File: src/rtl/pwm_multi_timer.sv
// ---------------------------------------------------------------------------
// pwm_multi_timer
//   Multi-channel double-buffered PWM timer. Switch-on/off compares are staged
//   per channel, captured DVALID_LEAD clocks before the period end when the
//   staged set was flagged valid (zeroed and flagged stale otherwise), and
//   applied at the period wrap. Generates a per-period irq pulse.
//
// Ports
//   clk         rising-edge clock
//   rst_n       asynchronous active-low reset
//   en          run enable; low holds counter at 0 and outputs inactive
//   period      terminal count (period is period+1 clocks, clamped low)
//   polarity    per-channel output inversion (1 = active low)
//   wr_en       staging write strobe
//   wr_ch       staging channel index
//   wr_on       staged switch-on count
//   wr_off      staged switch-off count
//   data_valid  one-cycle pulse marking the staged set complete
//   pwm_out     registered PWM outputs
//   irq         registered period interrupt
//   stale       current period runs on zeroed compares
//   counter     current period count
// ---------------------------------------------------------------------------
module pwm_multi_timer #(
  parameter int CHANNELS    = 4,
  parameter int CNT_WIDTH   = 16,
  parameter int IRQ_LEN     = 100,
  parameter int DVALID_LEAD = 200,
  parameter int CH_W        = (CHANNELS > 1) ? $clog2(CHANNELS) : 1
) (
  input  logic                 clk,
  input  logic                 rst_n,
  input  logic                 en,
  input  logic [CNT_WIDTH-1:0] period,
  input  logic [CHANNELS-1:0]  polarity,
  input  logic                 wr_en,
  input  logic [CH_W-1:0]      wr_ch,
  input  logic [CNT_WIDTH-1:0] wr_on,
  input  logic [CNT_WIDTH-1:0] wr_off,
  input  logic                 data_valid,
  output logic [CHANNELS-1:0]  pwm_out,
  output logic                 irq,
  output logic                 stale,
  output logic [CNT_WIDTH-1:0] counter
);

  // Smallest period that still leaves room for the capture point.
  localparam logic [CNT_WIDTH-1:0] P_MIN     = CNT_WIDTH'(DVALID_LEAD + 2);
  localparam logic [CNT_WIDTH-1:0] LEAD      = CNT_WIDTH'(DVALID_LEAD);
  localparam logic [32:0]          IRQ_LEN_U = 33'(IRQ_LEN);

  logic [CNT_WIDTH-1:0] r_counter;
  logic [CNT_WIDTH-1:0] r_period_cur;
  logic [CNT_WIDTH-1:0] r_stage_on  [CHANNELS];
  logic [CNT_WIDTH-1:0] r_stage_off [CHANNELS];
  logic [CNT_WIDTH-1:0] r_next_on   [CHANNELS];
  logic [CNT_WIDTH-1:0] r_next_off  [CHANNELS];
  logic [CNT_WIDTH-1:0] r_curr_on   [CHANNELS];
  logic [CNT_WIDTH-1:0] r_curr_off  [CHANNELS];
  logic                 r_valid;
  logic                 r_stale_next;
  logic                 r_stale;
  logic [CHANNELS-1:0]  r_pwm;
  logic                 r_irq;

  logic [CNT_WIDTH-1:0] w_p_eff;
  logic                 w_wrap;
  logic                 w_capture;
  logic                 w_valid_now;
  logic                 w_irq_window;
  logic [CHANNELS-1:0]  w_active;

  // NOTE: every signal driven here gets a value on every path, so no latch is inferred.
  always_comb begin
    w_p_eff      = (period > P_MIN) ? period : P_MIN;
    w_wrap       = en && (r_counter == r_period_cur);
    w_capture    = en && (r_counter == (r_period_cur - LEAD));
    // A data_valid pulse in the capture cycle itself still counts.
    w_valid_now  = r_valid | data_valid;
    w_irq_window = ({{(33 - CNT_WIDTH){1'b0}}, r_counter} < IRQ_LEN_U);
    w_active     = '0;
    for (int i = 0; i < CHANNELS; i++) begin
      w_active[i] = (r_counter >= r_curr_on[i]) && (r_counter < r_curr_off[i]);
    end
  end

  // Period counter; period_cur only reloads while idle or at the wrap.
  // NOTE: sequential state uses non-blocking assignments so every register samples pre-edge values.
  always_ff @(posedge clk or negedge rst_n) begin
    if (!rst_n) begin
      r_counter    <= '0;
      r_period_cur <= '0;
    end else if (!en || w_wrap) begin
      r_counter    <= '0;
      r_period_cur <= w_p_eff;
    end else begin
      r_counter    <= r_counter + CNT_WIDTH'(1);
    end
  end

  // Staging registers and valid flag; both keep working while en is low.
  // NOTE: the compare arrays are reset explicitly because their reset value (0) is observable behaviour.
  always_ff @(posedge clk or negedge rst_n) begin
    if (!rst_n) begin
      for (int i = 0; i < CHANNELS; i++) begin
        r_stage_on[i]  <= '0;
        r_stage_off[i] <= '0;
      end
      r_valid <= 1'b0;
    end else begin
      if (wr_en && (int'(wr_ch) < CHANNELS)) begin
        r_stage_on[wr_ch]  <= wr_on;
        r_stage_off[wr_ch] <= wr_off;
      end
      if (data_valid)           r_valid <= 1'b1;
      else if (r_counter == '0) r_valid <= 1'b0;
    end
  end

  // Double buffer: stage -> next at capture, next -> curr at the wrap.
  always_ff @(posedge clk or negedge rst_n) begin
    if (!rst_n) begin
      for (int i = 0; i < CHANNELS; i++) begin
        r_next_on[i]  <= '0;
        r_next_off[i] <= '0;
        r_curr_on[i]  <= '0;
        r_curr_off[i] <= '0;
      end
      r_stale_next <= 1'b0;
      r_stale      <= 1'b0;
    end else begin
      if (w_capture) begin
        for (int i = 0; i < CHANNELS; i++) begin
          r_next_on[i]  <= w_valid_now ? r_stage_on[i]  : '0;
          r_next_off[i] <= w_valid_now ? r_stage_off[i] : '0;
        end
        r_stale_next <= !w_valid_now;
      end
      if (w_wrap) begin
        for (int i = 0; i < CHANNELS; i++) begin
          r_curr_on[i]  <= r_next_on[i];
          r_curr_off[i] <= r_next_off[i];
        end
        r_stale <= r_stale_next;
      end
    end
  end

  // Outputs registered from the counter: one clock behind it.
  always_ff @(posedge clk or negedge rst_n) begin
    if (!rst_n) begin
      r_pwm <= '0;
      r_irq <= 1'b0;
    end else begin
      r_pwm <= en ? (w_active ^ polarity) : polarity;
      r_irq <= en && w_irq_window;
    end
  end

  assign pwm_out = r_pwm;
  assign irq     = r_irq;
  assign stale   = r_stale;
  assign counter = r_counter;

endmodule

File: config.mk
export PLATFORM = sky130hd
export DESIGN_NAME = pwm_multi_timer
export DESIGN_NICKNAME = d
export VERILOG_FILES = /design/src/rtl/pwm_multi_timer.sv
export SDC_FILE = /design/constraint.sdc
export NUM_CORES = 1
export LEC_CHECK = 0
export ABC_AREA = 1
export BUFFER_PORTS_ARGS = -buffer_cell sky130_fd_sc_hd__clkbuf_2
export CORE_ASPECT_RATIO = 0.7
export CORE_MARGIN = 2
export CORE_UTILIZATION = 30
export CTS_CLUSTER_SIZE = 40
export DETAILED_ROUTE_END_ITERATION = 16
export SETUP_SLACK_MARGIN = 0.1
export SYNTH_ARGS = -nofsm -noshare
export SYNTH_HDL_FRONTEND = slang
export SYNTH_SLANG_ARGS = --single-unit
File: constraint.sdc
create_clock -name clk -period 2.6 [get_ports clk]
set_input_delay 0 -clock clk [delete_from_list [all_inputs] [get_ports clk]]
set_output_delay 0 -clock clk [all_outputs]
set_load 0.03 [all_outputs]
==> metrics.yaml, run 1 <==
synthArstFlopShare_pct: 100
grt_overflow: 0
stdcell_area_mm2: 0.0242
leakagePower_nw: 11.5
cts_buffers: 44
wl_per_cell_um: 15.5
port_buffers: 80
core-area_mm2: 0.0668
crit_required_ps: 3090
insertion_delay_ps: 590
insertedDiodeCount: 0
drt_iter0_markers: 1219
r2r_start: "counter[7]$_DFF_PN0_"
synthCells: 2396
ys_ff_latch: 424
cts-root-buf: "clkbuf_16"
die_h_um: 222
arrival_ps: 2840
synth_nets: 2582
drcViolationCount: 0
synth.distinct_cells: 37
grt_max_degree: 156
slew_headroom_pct: 37.8
ir_drop_uv: 416
synth_edf_count: 0
wl_um: 53800
synthTopCellsByCount: "nand2_1 (710), dfrtp_1 (424), inv_1 (338)"
avgSynthCellArea_um2: 8.51
die-area_mm2: 0.0701
max_cap_violations: 0
post-route-period-util_pct: 90.2
viasPerCell: 4.48
track_usage_pct: 15.5
timing.fmax_mhz: 426
max-clock-path-buffers: 3
synth.most_common_cell: "nand2_1"
cts.clk_slew.worst_paths_ps: 70
stdcell_count: 3469
drive_above_1_share_pct: 11.2
dieWidth_um: 316
dp_cells: 3330
path_class: "register to register"
r2r_end: "r_period_cur[15]$_DFFE_PN0N_"
gp_congestion: 0.885
netlist_area_mm2: 0.0204
tightestPinTransition_ps: 931
start_util_pct: 30.5
skew_ps: 40.2
cp_max_fo: 35
status: "finished, final reports clean"
cts_tree: "yes"
pin_count: 81
r2r_setup_slack_ps: 250
grt_pass1_vias: 14800
synth_area_leaders: "dfrtp_1 (52%), nand2_1 (13%), ha_1 (7.8%), inv_1 (6.2%), o21ai_0 (5.7%)"
yosys_warnings: 0
tns_ps: 0
rsz0062_at_grt: "yes"
grt_pass1_wl_um: 85300
powerDensity_mw_per_mm2: 628
min_path_type: "primary input to asynchronous set/reset pin"
nets: 2731
antenna_found_initial: 1
ys.flop_type: "dfrtp_1"
cts.sinks: 424
dp_hpwl_um: 37700
rows: 79
h-tree-depth: 2
critPathLaunchType: "register"
setup_viol: 0
slew_viol_final: 0
num_vias: 15600
placed_area_mm2: 0.0220
yosysTopAreaCell: "dfrtp_1"
synth_top_area_share_pct: 52.0
hold_viol_final: 0
detail-route-antenna-nets: 0
period_needed_ps: 2350
rr_worst_depth: 10
area_growth_pct: 18.9
first_pass_iters: 5
yosysSeqAreaShare_pct: 52.0
crit_path_end_kind: "register"
[cells in the final DEF (no fill, tap or decap), types with 48 or more instances in the layout]
master and count:
nand3_1 48, buf_4 52, dlygate4sd3_1 57, o21ai_0 233, clkbuf_2 79, o21ai_1 139
ha_1 127, inv_1 338, dfrtp_1 419, nor2_1 73, a21oi_1 64, nand2_1 709
[critical path, cell delays in order, from the launching register on]
cell	delay, ps
dfrtp_1	400
buf_4	190
nand2_1	70
nand2_1	110
nor4_4	330
nand3_1	130
nand2_1	140
buf_12	200
nand2_1	70
nand2_1	60
dlygate4sd3_1	550
[area by class of cell]
| type | instances | area, um^2 |
|---|---|---|
| fillers | 6944 | 42600 |
| well taps | 891 | 1110 |
| multi-input cells | 1525 | 8000 |
| flip-flops and latches | 424 | 10600 |
| clock buffers | 56 | 1230 |
| clock inverters | 23 | 315 |
| inverters | 346 | 1300 |
| repair buffers | 204 | 1670 |
[metal layers]
metal / global-route usage (%) / up-vias / wire length [um] / part of all wire [%]
li1: - / 7929 / - / -
met1: 25.8 / 7294 / 29900 / 56
met2: 20.1 / 274 / 20300 / 38
met3: 2.54 / 54 / 2580 / 4.8
met4: 3.53 / 0 / 888 / 1.7
met5: 0 / - / 0 / 0
[state kept, by name, indices dropped and copies added (netlist names)]
name	count
counter	16
irq	1
pwm_out	4
r_curr_off	64
r_curr_on	64
r_next_off	64
r_next_on	64
r_period_cur	16
r_stage_off	64
r_stage_on	64
r_stale_next	1
r_valid	1
stale	1
[per-stage QoR]
stage	hold slack (ps)	total power (W)	worst slack [ps]	utilization (%)
after floorplan	-296	0.00797	447	-
after global placement	-92.5	0.00853	110	33.0
after detailed placement	-97.0	0.00854	102	33.0
after CTS	17.9	0.0154	132	36.2
after global routing	35.1	0.0159	66.9	36.3
final	31.3	0.0152	254	36.3
[cell families after synthesis]
| logic type | after synthesis | synth area share [%] |
|---|---|---|
| DFF | 424 | 52.0 |
| AOI/OAI and AO/OA | 498 | 13.2 |
| xor gates and xnor gates | 16 | 0.687 |
| adders and majority gates | 127 | 7.79 |
| and+or+nand+nor | 884 | 17.2 |
| buffers and inverters | 447 | 9.04 |
[where the power goes]
group	leakage, nW	internal (W)	total, W	switching (W)
logic	5.04	0.000469	0.00132	0.000856
clock network	0.763	0.00396	0.00673	0.00277
registers	5.67	0.00695	0.00717	0.000215
[worst max-delay path by stage]
stage / start / to / cells past startpoint / slack (ps)
finish: counter[7]$_DFF_PN0_ / r_period_cur[15]$_DFFE_PN0N_ / 10 / 250
global route: counter[7]$_DFF_PN0_ / r_period_cur[14]$_DFFE_PN0N_ / 10 / 70
CTS: counter[8]$_DFF_PN0_ / r_period_cur[15]$_DFFE_PN0N_ / 9 / 130
detailed placement: r_period_cur[3]$_DFFE_PN0N_ / r_next_off[18]$_DFFE_PN0P_ / 12 / 100
global placement: r_period_cur[4]$_DFFE_PN0N_ / r_next_off[18]$_DFFE_PN0P_ / 14 / 110
floorplan: counter[7]$_DFF_PN0_ / r_curr_on[63]$_DFFE_PN0P_ / 10 / 450
[repair_timing]
action / CTS / global route
buffers inserted: 2 / 0
gates cloned: 0 / 0
resized for setup: 0 / 9
hold buffers: 58 / 0
hold endpoints to repair: 562 / 0
endpoints found under the setup margin: 2 / 3
pin swaps: 1 / 0
Power figures use the tool's default switching activity.
==> run 2, diff against run 1 <==
--- a/config.mk
+++ b/config.mk
@@ -5,13 +5,13 @@
 export SDC_FILE = /design/constraint.sdc
 export NUM_CORES = 1
 export LEC_CHECK = 0
-export ABC_AREA = 1
 export BUFFER_PORTS_ARGS = -buffer_cell sky130_fd_sc_hd__clkbuf_2
 export CORE_ASPECT_RATIO = 0.7
 export CORE_MARGIN = 2
 export CORE_UTILIZATION = 30
 export CTS_CLUSTER_SIZE = 40
 export DETAILED_ROUTE_END_ITERATION = 16
+export REMOVE_ABC_BUFFERS = 1
 export SETUP_SLACK_MARGIN = 0.1
 export SYNTH_ARGS = -nofsm -noshare
 export SYNTH_HDL_FRONTEND = slang
==> run 2 against run 1 <==
Against the previous run:
- the flow now finishes with violations (negative setup slack)
- synthesized cell count shrank 26%
- register-to-register slack worse by 340 ps
- fmax down 13%
- critical path depth up 1
- clock-buffer cell count increased by 17
- clock power fell by 4.3%
- wire length shrank 6.9%
- highest routed layer is now met5
==> metrics.yaml, run 2 <==
swShare_pct: 24.2
cp_max_fo: 6
placed_area_mm2: 0.0227
area_growth_pct: 22.1
detail-route-antenna-nets: 0
tns_ps: -5600
min_path_type: "primary input to asynchronous set/reset pin"
antenna_found_initial: 6
r2r_start: "r_period_cur[8]$_DFFE_PN0N_"
final_common_cell: "dfrtp_1"
synth.distinct_cells: 62
viasPerCell: 4.68
grt_pass1_wl_um: 81200
synthCells: 1763
ys_ff_latch: 424
dp_worst_setup_slack_ps: -111
pin_count: 81
setup_viol: 123
drcViolationCount: 0
synth_edf_count: 0
slew_headroom_pct: 46.2
cp_common_cell: "buf_12"
synth_area_leaders: "dfrtp_1 (51%), ha_1 (7.7%), mux2_1 (7.1%), mux2_2 (6.9%), o21ai_2 (4.2%)"
crit_required_ps: 3070
ir_drop_uv: 503
path_class: "register to register"
grt_max_degree: 91
cts.clk_slew.worst_paths_ps: 60
post-route-period-util_pct: 103
slew_viol_final: 0
r2r_end: "r_next_off[17]$_DFFE_PN0P_"
wl_per_cell_um: 17.1
internal_power_w: 0.0115
num_vias: 13700
first_pass_iters: 5
p_switching_w: 0.00368
yosysSeqAreaShare_pct: 51.4
rr_worst_depth: 11
synthArstFlopShare_pct: 100
synth_top_area_share_pct: 51.4
gp_congestion: 0.857
cp_cell_sequence: "or4_4 -> or3_4 -> nand2b_4 -> a211oi_4 -> o2111ai_4 -> buf_12 -> buf_12 -> buf_16 -> buf_8 -> nand2_4 -> o21ai_2"
die_h_um: 223
avgSynthCellArea_um2: 11.7
status: "finished with violations"
period_needed_ps: 2690
drt_iter0_markers: 958
cts.sinks: 424
critPathLaunch: "r_period_cur[8]$_DFFE_PN0N_"
core-area_mm2: 0.0681
arrival_ps: 3160
cp_slowest_cell: "or4_4"
cts-root-buf: "clkbuf_16"
seq_area_mm2: 0.0106
cts_buffers: 46
rsz0062_at_grt: "yes"
port_buffers: 80
worst_slack_ps: -85.8
stdcell_area_mm2: 0.0252
max_cap_violations: 0
hold_viol_final: 0
h-tree-depth: 2
synthTopCellsByCount: "dfrtp_1 (424), nand2_1 (187), mux2_1 (131)"
final_cell_mix: "dfrtp_1 (423), nand2_1 (185), mux2_1 (131), inv_1 (130)"
skew_ps: 11.8
yosysTopAreaCell: "dfrtp_1"
leakagePower_nw: 12.1
crit_path_end_kind: "register"
nets: 2171
grt_pass1_vias: 14400
die-area_mm2: 0.0710
cts_tree: "yes"
pwr-share-seq_pct: 47.8
powerDensity_mw_per_mm2: 603
p_clk_share_pct: 42.4
yosys_warnings: 0
max_stage_delay_ps: 560
tightestPinTransition_ps: 806
ys.flop_type: "dfrtp_1"
start_util_pct: 30.3
multi_input_area_mm2: 0.00913
insertion_delay_ps: 580
max-clock-path-buffers: 3
violations: "negative setup slack"
dieWidth_um: 318
drive_above_1_share_pct: 31.0
wl_um: 50100
dp_hpwl_um: 34900
r2r_setup_slack_ps: -90
critPathLaunchType: "register"
pwr-share-comb_pct: 9.8
timing.fmax_mhz: 372
track_usage_pct: 14.4
netlist_area_mm2: 0.0206
fillers: 6600
grt_overflow: 0
rows: 80
synth.most_common_cell: "dfrtp_1"
run 2: cell count changes in the layout (fill, tap and decap cells not counted), moves of 42 or more:
cell	change
a21o_1	+42
inv_1	-208
mux2_1	+131
mux2_2	+127
nand2_1	-524
nand2_2	+88
o21ai_0	-220
o21ai_1	-105
o21ai_2	+62
run 2: worst max-delay path: cells and delay by family (launching register included):
| family | cells | cell delay, ps |
|---|---|---|
| and+or+nand+nor | 4 | 1150 |
| buffers and inverters | 4 | 590 |
| AOI/OAI and AO/OA | 3 | 430 |
| DFF | 1 | 380 |
run 2: layout make-up:
class,instances,area share [%]
Antenna cell,1,0.00993
Clock buffer,73,5.62
Inverter,132,1.97
Sequential cell,424,42.1
Timing Repair Buffer,259,9.30
Multi-Input combinational cell,1122,36.3
Clock inverter,7,0.248
Tap cell,902,4.48
run 2: power groups by stage:
stage | combinational (W) | sequential, W | clock (W)
2_1_floorplan | 0.000830 | 0.00734 | 0
3_3_place_gp | 0.00138 | 0.00735 | 0
3_5_place_dp | 0.00142 | 0.00737 | 0
4_1_cts | 0.00150 | 0.00726 | 0.00663
5_1_grt | 0.00165 | 0.00731 | 0.00691
6_report | 0.00149 | 0.00726 | 0.00644
run 2: kinds of logic after synthesis:
logic type / share of synthesized area (%)
mux: 14.1
simple gates: 9.89
xor+xnor: 1.65
compound gates: 10.2
flops: 51.4
fa+ha+maj: 7.70
buf+inv: 5.07
run 2: how the worst max path moves through the flow:
stage,to,slack [ps]
finish,r_next_off[17]$_DFFE_PN0P_,-90
global route,r_next_off[45]$_DFFE_PN0P_,-160
CTS,r_stale_next$_DFFE_PN0P_,-70
detailed placement,r_next_on[46]$_DFFE_PN0P_,-110
global placement,r_next_off[57]$_DFFE_PN0P_,-90
floorplan,r_next_off[15]$_DFFE_PN0P_,-4820
run 2: metrics by stage:
step | std cells | util, % | hold slack [ps] | total power, W
2_1_floorplan | 1678 | - | -296 | 0.00817
3_3_place_gp | 2766 | 33.3 | 23.4 | 0.00873
3_5_place_dp | 2766 | 33.3 | 45.3 | 0.00879
4_1_cts | 2908 | 36.6 | 25.6 | 0.0154
5_1_grt | 2920 | 37.0 | 60.0 | 0.0159
6_report | 2920 | 37.0 | 10.8 | 0.0152
run 2: repair_timing:
action                     CTS  global route
gates resized for setup     24            35
pin swaps                    9            10
cloned                       2             5
setup endpoints to repair  124           270
hold endpoints to repair   488             0
setup buffers                5             7
hold buffers                55             0
run 2: routing by layer:
metal | global-route usage, % | wire length, um | share of wire, %
met4 | 4.07 | 1010 | 2.0
met1 | 20.9 | 24900 | 50
met3 | 3.10 | 2760 | 5.5
met2 | 21.4 | 21300 | 43
met5 | 0 | 57 | 0.11
==> run 3, diff against run 2 <==
--- a/config.mk
+++ b/config.mk
@@ -6,11 +6,14 @@
 export NUM_CORES = 1
 export LEC_CHECK = 0
 export BUFFER_PORTS_ARGS = -buffer_cell sky130_fd_sc_hd__clkbuf_2
+export CELL_PAD_IN_SITES_DETAIL_PLACEMENT = 1
+export CELL_PAD_IN_SITES_GLOBAL_PLACEMENT = 1
 export CORE_ASPECT_RATIO = 0.7
 export CORE_MARGIN = 2
 export CORE_UTILIZATION = 30
 export CTS_CLUSTER_SIZE = 40
 export DETAILED_ROUTE_END_ITERATION = 16
+export PLACE_DENSITY_LB_ADDON = 0.1
 export REMOVE_ABC_BUFFERS = 1
 export SETUP_SLACK_MARGIN = 0.1
 export SYNTH_ARGS = -nofsm -noshare
==> run 3 against run 2 <==
Against the previous run:
- the run still ends with negative setup slack left
- global-route usage up 1.9 points
- core utilization rose by 0.58 points
- die area unchanged
- via count is 0.59% higher
- clock skew up 19 ps
- critical path type unchanged
- critical endpoint is now r_next_on[44]$_DFFE_PN0P_
- largest power group unchanged
==> metrics.yaml, run 3 (synthesis gave the netlist of run 2 again) <==
max-clock-path-buffers: 3
crit_required_ps: 3110
antenna_found_initial: 2
status: "finished with violations"
cp_top_family: "simple AND/OR/NAND/NOR gates"
setup_viol: 122
cts-root-buf: "clkbuf_16"
timing.fmax_mhz: 374
first_pass_iters: 4
viasPerCell: 4.67
max_cap_violations: 0
path_class: "register to register"
num_vias: 13700
cts_tree: "yes"
period_needed_ps: 2670
postLayoutCoreUtil_pct: 37.6
cp_slowest_cell: "or4_4"
slew_headroom_pct: 47.7
gp_congestion: 0.769
detail-route-antenna-nets: 0
insertedDiodeCount: 0
final_cell_mix: "dfrtp_1 (421), nand2_1 (182), mux2_1 (131), inv_1 (130)"
stdcell_count: 2941
drt_iter0_markers: 401
start_util_pct: 30.3
area_growth_pct: 24.0
wl_per_cell_um: 19.1
slew_viol_final: 0
cp_cell_sequence: "or4_4 -> or3_4 -> a221oi_4 -> a211oi_4 -> o2111ai_4 -> buf_12 -> buf_16 -> buf_16 -> nand2_2 -> o21ai_2"
track_usage_pct: 16.3
p_total_w: 0.0157
critPathLaunchType: "register"
leakagePower_nw: 12.3
skew_ps: 31.1
ir_drop_uv: 405
grt_pass1_vias: 15000
powerDensity_mw_per_mm2: 615
grt_pass1_wl_um: 89700
max_stage_delay_ps: 530
min_path_type: "primary input to register"
dp_hpwl_um: 38600
core-area_mm2: 0.0681
port_buffers: 80
final_common_cell: "dfrtp_1"
rsz0062_at_grt: "yes"
worst_slack_ps: -71.4
cts.clk_slew.worst_paths_ps: 60
rows: 80
die-area_mm2: 0.0710
h-tree-depth: 2
cp_max_fo: 17
grt_max_degree: 80
cts.sinks: 424
dieWidth_um: 318
drive_above_1_share_pct: 32.6
pin_count: 81
dp_cells: 2779
grt_overflow: 0
drcViolationCount: 0
post-route-period-util_pct: 103
wl_um: 56300
hold_viol_final: 0
insertion_delay_ps: 600
nets: 2188
dp_worst_setup_slack_ps: -81.4
crit_path_end_kind: "register"
path_buf_inv: 3
cts_buffers: 48
arrival_ps: 3180
die_h_um: 223
violations: "negative setup slack"
tightestPinTransition_ps: 784
cp_common_cell: "buf_16"
whs_ps: 100
==> run 3: cell count changes in the layout (fill, tap and decap cells not counted), moves of 6 or more <==
cell      delta
buf_16       +6
buf_4        +9
clkbuf_1     -6
clkbuf_8     +6
nand2_2     +12
nand2_4      -9
o21ai_1      -6
==> run 3: layout make-up <==
cell class	count	area, um^2
Fill cell	7336	42500
Clock buffer	73	1480
Timing Repair Buffer	274	2610
Clock inverter	14	130
Multi-Input combinational cell	1122	9130
Tap cell	902	1130
Sequential cell	424	10600
Inverter	132	495
==> run 3: worst min-delay path, cell delays in order <==
cell	delay [ps]
clkbuf_2	120
nor3b_2	60
buf_12	200
mux2_2	250
==> run 3: worst paths after layout <==
path,from,endpoint,slack [ps],cells after the start
max reg2reg,r_period_cur[9]$_DFFE_PN0N_,r_next_on[44]$_DFFE_PN0P_,-70,10
min in group asynchronous,rst_n,r_period_cur[12]$_DFFE_PN0N_,520,3
min,wr_ch[1],r_stage_on[61]$_DFFE_PN0P_,100,4
max,r_period_cur[9]$_DFFE_PN0N_,r_next_on[44]$_DFFE_PN0P_,-70,10
max in group asynchronous,rst_n,r_next_off[27]$_DFFE_PN0P_,940,4
min reg2reg,r_next_off[6]$_DFFE_PN0P_,r_next_off[6]$_DFFE_PN0P_,480,2
==> run 3: layer usage <==
layer | global-route usage (%) | up-vias | part of all wire [%]
li1 | - | 6542 | -
met1 | 24.0 | 7011 | 52
met2 | 25.2 | 129 | 44
met3 | 2.50 | 60 | 3.2
met4 | 3.41 | 2 | 1.5
met5 | 0 | - | 0.023
==> run 3: report_power, final <==
part	internal [W]	total, W	switching, W
registers	0.00702	0.00725	0.000232
logic	0.000706	0.00156	0.000849
clock network	0.00410	0.00693	0.00283
total	0.0118	0.0157	0.00391
==> run 3: timing repair <==
item                                    in CTS  in global routing
gates resized for setup                     26                 34
pin swaps                                    4                 11
endpoints found under the setup margin     172                237
buffers inserted                             6                  2
hold endpoints to repair                   404                  0
hold buffers                                57                  0
cloned                                       3                  7
==> run 3: metrics by stage <==
step / TNS (ps) / instance area (um^2)
after floorplan: -1040670 / 20100
after global placement: -1240 / 22800
after detailed placement: -1910 / 22800
after CTS: -2980 / 25300
after global routing: -19450 / 25600
final: -4610 / 25600
